**src/rtl/min_reduce_int16_stream.sv**
```systemverilog
`default_nettype none
// ============================================================================
//  Module   : min_reduce_int16_stream (with helper min_reduce_gt_cmp)
//  Purpose  : Streaming signed-minimum reduction. Folds each frame of
//             FRAME_LEN signed samples into one running minimum and presents
//             the minimum and its 0-based in-frame index on an output
//             valid/ready handshake. Ties keep the earliest sample.
//  Ports    : clk        - rising-edge clock
//             rst_n      - asynchronous active-low reset
//             flush      - synchronous discard of a partial frame (ignored
//                          while a result is presented)
//             in_valid   - in_data is valid
//             in_ready   - stage can accept a sample (low only in HOLD)
//             in_data    - signed sample
//             out_valid  - frame result is valid
//             out_ready  - consumer accepts the result
//             out_data   - signed minimum of the frame
//             out_index  - position of the selected minimum in the frame
//  Revision : 1.0 - initial release
// ============================================================================

// ----------------------------------------------------------------------------
//  min_reduce_gt_cmp : signed a > b. IMPL_TYPE selects the implementation:
//  1 = sign-extended subtract, anything else = direct signed compare.
// ----------------------------------------------------------------------------
module min_reduce_gt_cmp #(
  parameter int WIDTH     = 16,
  parameter int IMPL_TYPE = 0
) (
  input  logic [WIDTH-1:0] a,
  input  logic [WIDTH-1:0] b,
  output logic             gt
);

  generate
    if (IMPL_TYPE == 1) begin : g_sub
      // One extra bit keeps the difference exact even for 0x7FFF - 0x8000.
      logic [WIDTH:0] diff;
      assign diff = {a[WIDTH-1], a} - {b[WIDTH-1], b};
      assign gt   = ~diff[WIDTH] & (|diff);
    end else begin : g_direct
      assign gt = $signed(a) > $signed(b);
    end
  endgenerate

endmodule

module min_reduce_int16_stream #(
  parameter int WIDTH     = 16,
  parameter int FRAME_LEN = 4,
  parameter int IMPL_TYPE = 0,
  parameter int IDX_W     = $clog2(FRAME_LEN > 1 ? FRAME_LEN : 2)
) (
  input  logic             clk,
  input  logic             rst_n,
  input  logic             flush,
  input  logic             in_valid,
  output logic             in_ready,
  input  logic [WIDTH-1:0] in_data,
  output logic             out_valid,
  input  logic             out_ready,
  output logic [WIDTH-1:0] out_data,
  output logic [IDX_W-1:0] out_index
);

  // The counter reaches FRAME_LEN while a result is held, which needs one
  // bit more than the index itself.
  localparam int             CNT_W    = IDX_W + 1;
  localparam logic [CNT_W-1:0] LAST_CNT = CNT_W'(FRAME_LEN - 1);

  typedef enum logic [1:0] {
    IDLE  = 2'd0,
    ACCUM = 2'd1,
    HOLD  = 2'd2
  } state_t;

  state_t           state;
  logic [CNT_W-1:0] count;
  logic [WIDTH-1:0] acc;
  logic [IDX_W-1:0] acc_idx;

  logic             gt;
  logic             last;
  logic [WIDTH-1:0] next_acc;
  logic [IDX_W-1:0] next_idx;

  assign in_ready = (state != HOLD);

  min_reduce_gt_cmp #(
    .WIDTH     (WIDTH),
    .IMPL_TYPE (IMPL_TYPE)
  ) u_gt (
    .a  (acc),
    .b  (in_data),
    .gt (gt)
  );

  // count is 0 in IDLE, so a single compare also covers FRAME_LEN == 1.
  assign last = (count == LAST_CNT);

  // Candidate accumulator after folding in the current sample. Strict
  // greater-than keeps the earlier sample on ties.
  always_comb begin
    next_acc = acc;
    next_idx = acc_idx;
    if (state == IDLE) begin
      next_acc = in_data;
      next_idx = '0;
    end else if (gt) begin
      next_acc = in_data;
      next_idx = count[IDX_W-1:0];
    end
  end

  always_ff @(posedge clk or negedge rst_n) begin
    if (!rst_n) begin
      state     <= IDLE;
      count     <= '0;
      acc       <= '0;
      acc_idx   <= '0;
      out_valid <= 1'b0;
      out_data  <= '0;
      out_index <= '0;
    end else begin
      case (state)
        IDLE, ACCUM: begin
          if (flush) begin
            // A sample arriving with flush is dropped along with the frame.
            state <= IDLE;
            count <= '0;
          end else if (in_valid) begin
            acc     <= next_acc;
            acc_idx <= next_idx;
            count   <= count + CNT_W'(1);
            if (last) begin
              state     <= HOLD;
              out_valid <= 1'b1;
              out_data  <= next_acc;
              out_index <= next_idx;
            end else begin
              state <= ACCUM;
            end
          end
        end
        HOLD: begin
          // flush is deliberately ignored here so a result is never lost.
          if (out_ready) begin
            state     <= IDLE;
            count     <= '0;
            out_valid <= 1'b0;
          end
        end
        default: begin
          state <= IDLE;
          count <= '0;
        end
      endcase
    end
  end

endmodule
`default_nettype wire

```
**config.mk**
```make
export PLATFORM = sky130hd
export DESIGN_NAME = min_reduce_int16_stream
export DESIGN_NICKNAME = d
export VERILOG_FILES = /design/src/rtl/min_reduce_int16_stream.sv
export SDC_FILE = /design/constraint.sdc
export NUM_CORES = 1
export LEC_CHECK = 0
export CELL_PAD_IN_SITES_DETAIL_PLACEMENT = 1
export CELL_PAD_IN_SITES_GLOBAL_PLACEMENT = 1
export CORE_AREA = 2 2 80 82
export CTS_CLUSTER_DIAMETER = 150
export DETAILED_ROUTE_END_ITERATION = 8
export DIE_AREA = 0 0 82 84
export GPL_TIMING_DRIVEN = 0
export HOLD_SLACK_MARGIN = 0.06
export PLACE_DENSITY_LB_ADDON = 0.05
export REMOVE_ABC_BUFFERS = 1
export SKIP_CTS_REPAIR_TIMING = 1
export SLEW_MARGIN = 5
export SYNTH_ARGS = -nofsm -noshare
export SYNTH_HDL_FRONTEND = slang
export SYNTH_SLANG_ARGS = --single-unit
```
**constraint.sdc**
```tcl
create_clock -name clk -period 8 [get_ports clk]
set_input_delay 1.2 -clock clk [delete_from_list [all_inputs] [get_ports clk]]
set_output_delay 1.2 -clock clk [all_outputs]
set_load 0.01 [all_outputs]
```
==> results.ini, run 1 <==
[setup_path]
worstSetupPathType = input port to flop
cp.required_ps = 8180
cp-end-kind = flop
worstPathArrival_ps = 5260
crit_path_cell_trace = clkdlybuf4s50_1 > inv_1 > ha_1 > nand4_2 > or4_4 > a21oi_2 > or3_1 > o211ai_4 > mux2_4
cp_max_fo = 22
cp_top_family = simple AND/OR/NAND/NOR gates
slowest_stage = or3_1
cpPeakStageDelay_ps = 790
start_kind = input port
cp_num_buf_inv = 2

[grt]
grt_pass1_wl_mm = 12.1
grt_max_degree = 28
grt_remaining_overflow = 0
track_usage = 0.230
grt_pass1_vias = 2446
antenna_found_initial = 0

[synthesis]
async_flop_share = 1.00
synth_edf_count = 0
synth_xor_area_frac = 0
ys_seq_area_frac = 0.395
synth_top_family_by_area = compound AO/OA/AOI/OAI gates
synth_seq_cells = 42
yosysMostFrequentCell = dfrtp_1
synth_common_cells = dfrtp_1 (42), nand2_1 (27), nor2_1 (23)
synth_fa_ha_area_frac = 0.0847
synthesis.area_um2 = 2660
synth_compound_area_frac = 0.213
synth_top_area_share = 0.395
synthFlopType = dfrtp_1
syn_area_per_cell_um2 = 9.36
synth.distinct_cells = 42
synthMuxAreaShare = 0.0833
synth_simple_gate_area_frac = 0.161
synth_top_cell_by_area = dfrtp_1
netlist_instances = 284
ys_warn_count = 0
synth_area_leaders = dfrtp_1 (40%), ha_1 (8.5%), o211ai_1 (4.8%)

[pwr]
p_comb_frac = 0.379
netSwitchingFraction = 0.350
vdd_drop_max_mv = 0.0985
intPower_w = 0.000446
power_w = 0.000687
p_leak_nw = 1.39
pwr-share-seq = 0.425
p_sw_w = 0.000241
clockPowerShare = 0.196
p_per_area_nw_per_um2 = 215

[clocking]
cts_made_buffers = 5
path_clk_slew_ps = 80
cts_buffer_depth = 2
cts_sinks = 42
cts_tree = built
clk_latency_ps = 300
h-tree-depth = 2
root_buffer = clkbuf_8

[placed_design]
dpl_worst_slack_ps = 2580
gp_congestion = 0.771
dp_hpwl_mm = 4.91
portBuffers = 40

[timing]
setup_viol_count_final = 0
maxSlewViolCount = 0
clock.fmax_ghz = 0.197
worst_slew_pin_slew_ps = 1220
finalSetupTns_ps = 0
rsz0062_at_grt = false
min_period_ps = 5080
post-route-period-util = 0.634
clock_skew_ps = 8.85
hold_violations = 0
slew_headroom = 0.181
finalWorstSetupSlack_ps = 2920

[drt]
dr.pass1.iters = 4
drcViolationCount = 0
routedWlPerCell_um = 18.6
detail-route-antenna-nets = 0
drt_iter0_drc = 116
via_count = 2333
drt-total-wl_mm = 7.29
routed_via_density = 5.95

[final_layout]
nFillCells = 692
n_antenna_cell = 0
area_delta_synth_final_pct = 20.3
final_nets = 354
drive_above_1_share = 0.108

[die]
die_h_um = 84
die_x_um = 82
initial_core_util = 0.436
core_um2 = 6100
ioPinCount = 41
num_rows = 29
die_area_um2 = 6890

[min_path]
hold_class = flop to flop

[job]
maxCapViolCount = 0

[run_status]
status = complete, no violations

[through the flow]
stage	std cells	cell area, um2	util	hold slack, ps
4_1_cts	392	3200	0.525	506
2_1_floorplan	265	2570	-	450
3_3_place_gp	382	3070	0.503	472
6_report	392	3200	0.525	498
5_1_grt	392	3200	0.525	530
3_5_place_dp	385	3120	0.512	480
[layer usage]
layer / vias to the layer above / wire length [um] / GRT usage / part of all wire
met5: - / 0 / 0 / 0
met4: 0 / 70 / 0.0515 / 0.0096
met3: 6 / 286 / 0.0379 / 0.039
met2: 42 / 3700 / 0.395 / 0.51
met1: 1172 / 3230 / 0.298 / 0.44
li1: 1113 / - / - / -
[cell families (layout without fill, tap and decap cells)]
group                    count (synthesis)  in the layout
flip-flops                              42             42
AO/OA/AOI/OAI                           78             78
buffers and inverters                   40             71
multiplexers                            17             17
AND/OR/NAND/NOR                         89             89
adder cells (fa/ha/maj)                 18             18
[area by class of cell]
cell class | count | area (um2) | area share
Multi-Input combinational cell | 202 | 1450 | 0.452
Clock buffer | 7 | 76.3 | 0.0239
Tap cell | 77 | 96.3 | 0.0301
Sequential cell | 42 | 1050 | 0.329
Inverter | 21 | 78.8 | 0.0246
Timing Repair Buffer | 43 | 450 | 0.141
[power groups by stage]
| stage | Combinational [W] | Clock, W | Sequential [W] |
|---|---|---|---|
| CTS | 0.000264 | 0.000139 | 0.000293 |
| global placement | 0.000254 | 0 | 0.000293 |
| floorplan | 0.000141 | 0 | 0.000301 |
| finish | 0.000261 | 0.000134 | 0.000292 |
| global route | 0.000288 | 0.000146 | 0.000300 |
| detailed placement | 0.000262 | 0 | 0.000297 |
[flip-flops by register name (all words and copies together) (netlist names)]
signal,flops
acc_idx,2
state,2
out_index,2
acc,16
count,3
out_valid,1
out_data,16
[final timing paths]
check                      slack, ps  cells after the start                  endpoint                     start
max                             2920                      9        acc[4]$_DFFE_PN0P_               in_data[15]
min                              500                      1  out_index[1]$_DFFE_PN0P_  out_index[1]$_DFFE_PN0P_
max reg2reg                     3970                      7        acc[4]$_DFFE_PN0P_       acc[14]$_DFFE_PN0P_
min reg2reg                      500                      1  out_index[1]$_DFFE_PN0P_  out_index[1]$_DFFE_PN0P_
max in group asynchronous       6690                      2       acc[11]$_DFFE_PN0P_                     rst_n
min in group asynchronous        820                      1   out_data[1]$_DFFE_PN0P_                     rst_n
[placed cells by master, fill, tap and decap left out, types with 7 or more instances in the layout]
| master | count |
|---|---|
| ha_1 | 18 |
| clkdlybuf4s50_1 | 39 |
| a22oi_1 | 16 |
| nand2_1 | 27 |
| mux2_2 | 9 |
| a31oi_1 | 17 |
| dfrtp_1 | 42 |
| inv_1 | 21 |
| nor2_1 | 23 |
| o211ai_1 | 17 |
| mux2_4 | 8 |
| nor3_1 | 18 |
| a21oi_1 | 7 |
No activity file was read; power rests on OpenSTA's default activity.
==> run 2: changes to the inputs <==
--- a/config.mk
+++ b/config.mk
@@ -7,10 +7,10 @@
 export LEC_CHECK = 0
 export CELL_PAD_IN_SITES_DETAIL_PLACEMENT = 1
 export CELL_PAD_IN_SITES_GLOBAL_PLACEMENT = 1
-export CORE_AREA = 2 2 80 82
+export CORE_AREA = 2 2 84 86
 export CTS_CLUSTER_DIAMETER = 150
 export DETAILED_ROUTE_END_ITERATION = 8
-export DIE_AREA = 0 0 82 84
+export DIE_AREA = 0 0 86 88
 export GPL_TIMING_DRIVEN = 0
 export HOLD_SLACK_MARGIN = 0.06
 export PLACE_DENSITY_LB_ADDON = 0.05
==> constraint.sdc (replaced) <==
create_clock -name clk -period 5.1 [get_ports clk]
set_input_delay 0.765 -clock clk [delete_from_list [all_inputs] [get_ports clk]]
set_output_delay 0.765 -clock clk [all_outputs]
set_load 0.01 [all_outputs]
==> run 2 against run 1 <==
  * Final cell count rose by 0.51%
  * Count of clock-buffer cells in the layout unchanged
  * Combinational power up 56%
  * Sequential cell count is the same
  * Total power increased by 56%
  * Via count down 1.2%
==> results.ini, run 2 (synthesized netlist as in run 1, its figures left out) <==
[setup_path]
cp-end-kind = flop  ; unchanged
crit_end = acc[3]$_DFFE_PN0P_  ; was acc[4]$_DFFE_PN0P_
worstSetupPathType = input port to flop  ; unchanged
cp_top_family = simple AND/OR/NAND/NOR gates  ; unchanged
worstSetupStartpoint = in_data[15]  ; unchanged
cp_num_buf_inv = 2  ; unchanged
ff2ff_setup_slack_ps = 1000  ; was 3970 ps
worstPathArrival_ps = 4910  ; was 5260 ps
cp.required_ps = 5290  ; was 8180 ps
cpPeakStageDelay_ps = 840  ; was 790 ps
r2r-start = acc[15]$_DFFE_PN0P_  ; was acc[14]$_DFFE_PN0P_
cp_max_fo = 22  ; unchanged
slowest_stage = a21oi_2  ; was or3_1
crit_cells = 9  ; unchanged
start_kind = input port  ; unchanged
ff2ff_path_depth = 7  ; unchanged
r2r-end = acc[3]$_DFFE_PN0P_  ; was acc[4]$_DFFE_PN0P_
crit_path_cell_trace = clkdlybuf4s50_1 > inv_1 > ha_1 > nand4_2 > or4_4 > a21oi_2 > or3_1 > o211ai_4 > mux2_4  ; unchanged

[die]
die_h_um = 88  ; was 84 um
core_um2 = 6640  ; was 6100 um2
die_x_um = 86  ; was 82 um
ioPinCount = 41  ; unchanged
num_rows = 30  ; was 29
die_area_um2 = 7570  ; was 6890 um2
initial_core_util = 0.400  ; was 0.436

[final_layout]
nFillCells = 774  ; was 692
drive_above_1_share = 0.108  ; about the same
final_common_cell = dfrtp_1  ; unchanged
final_nets = 353  ; was 354
area_delta_synth_final_pct = 19.6  ; was 20.3%
n_antenna_cell = 0  ; unchanged
final_cell_mix = dfrtp_1 (42), clkdlybuf4s50_1 (39), nand2_1 (27), nor2_1 (23), inv_1 (21)  ; unchanged
reg.largest.list = acc (16), out_data (16), count (3)  ; unchanged
stdcell_area_um2 = 3180  ; was 3200 um2

[pwr]
p_leak_nw = 1.38  ; was 1.39 nW
vdd_drop_max_mv = 0.0930  ; was 0.0985 mV
p_per_area_nw_per_um2 = 338  ; was 215 nW/um2

[drt]
detail-route-antenna-nets = 0  ; unchanged
via_count = 2305  ; was 2333
routed_via_density = 5.85  ; was 5.95
drt_iter0_drc = 148  ; was 116
dr.pass1.iters = 4  ; unchanged
drcViolationCount = 0  ; unchanged
routedWlPerCell_um = 18.4  ; was 18.6 um
drt-total-wl_mm = 7.25  ; was 7.29 mm

[grt]
antenna_found_initial = 0  ; unchanged
track_usage = 0.207  ; was 0.230
grt_remaining_overflow = 0  ; unchanged
grt_max_degree = 39  ; was 28
grt_pass1_wl_mm = 12.2  ; was 12.1 mm
grt_pass1_vias = 2403  ; was 2446

[timing]
hold_violations = 0  ; unchanged
clock.fmax_ghz = 0.212
rsz0062_at_grt = false  ; unchanged
finalSetupTns_ps = 0  ; unchanged
setup_viol_count_final = 0  ; unchanged
slew_headroom = 0.189  ; was 0.181
maxSlewViolCount = 0  ; unchanged
post-route-period-util = 0.927
min_period_ps = 4730
worst_slew_pin_slew_ps = 1210  ; was 1220 ps
clock_skew_ps = 7.46  ; was 8.85 ps

[clocking]
cts_sinks = 42  ; unchanged
h-tree-depth = 2  ; unchanged
path_clk_slew_ps = 80  ; about the same
root_buffer = clkbuf_8  ; unchanged
cts_made_buffers = 5  ; unchanged
clk_latency_ps = 300  ; about the same
cts_tree = built  ; unchanged
cts_buffer_depth = 2  ; unchanged

[placed_design]
portBuffers = 40  ; unchanged
gp_congestion = 0.743  ; was 0.771
dp_hpwl_mm = 4.81  ; was 4.91 mm
place_area_um2 = 3100  ; was 3120 um2

[min_path]
hold_class = input port to asynchronous set/reset pin  ; was flop to flop

[run_status]
status = complete, no violations  ; unchanged

[job]
maxCapViolCount = 0  ; unchanged

==> run 2: cell count changes in the layout (fill, tap and decap cells not counted) <==
cell    change
buf_16      -1
and2_1      -1
and2_2      +1
buf_4       -1
buf_6       +1
==> run 2: worst register-to-register path, stage by stage (launching register included) <==
cell      delay, ps
dfrtp_1         420
ha_1            320
nand4_2         190
or4_4           590
a21oi_2         840
or3_1           810
o211ai_4        410
mux2_4          420
==> run 2: metrics by stage <==
step	utilization	power, W	hold WS (ps)	setup slack (ps)	std cells
finish	0.479	0.00107	356	374	394
global route	0.479	0.00115	377	145	394
CTS	0.478	0.00109	359	385	394
detailed placement	0.467	0.000874	471	49.4	387
global placement	0.462	0.000860	464	-614	385
floorplan	-	0.000694	450	1400	265
==> run 2: worst min path at each step <==
| stage | startpoint | endpoint | slack (ps) |
|---|---|---|---|
| floorplan | count[2]$_DFFE_PN0P_ | count[2]$_DFFE_PN0P_ | 450 |
| global placement | count[2]$_DFFE_PN0P_ | count[2]$_DFFE_PN0P_ | 460 |
| detailed placement | count[2]$_DFFE_PN0P_ | count[2]$_DFFE_PN0P_ | 470 |
| CTS | rst_n | out_data[13]$_DFFE_PN0P_ | 360 |
| global route | rst_n | out_data[13]$_DFFE_PN0P_ | 380 |
| finish | rst_n | out_data[1]$_DFFE_PN0P_ | 360 |
==> run 2: area by class of cell <==
cell class / count / area [um2] / area share
multi-input combinational: 202 / 1450 / 0.455
sequential: 42 / 1050 / 0.331
timing repair buffer: 42 / 427 / 0.134
tap: 80 / 100 / 0.0315
inverter: 21 / 78.8 / 0.0248
clock buffer: 7 / 76.3 / 0.0240
==> run 2: metal layers <==
metal,vias to the layer above,wire (um),track usage
li1,1110,-,-
met1,1143,3510,0.285
met2,38,3400,0.340
met3,14,205,0.0245
met4,0,129,0.0693
met5,-,0,0
==> run 2: report_power, final <==
part	leakage (nW)	switching [W]	internal [W]
Clock	0.0383	0.000115	0.0000945
Sequential	0.533	0.0000537	0.000404
Combinational	0.810	0.000206	0.000201
Total	1.38	0.000375	0.000699
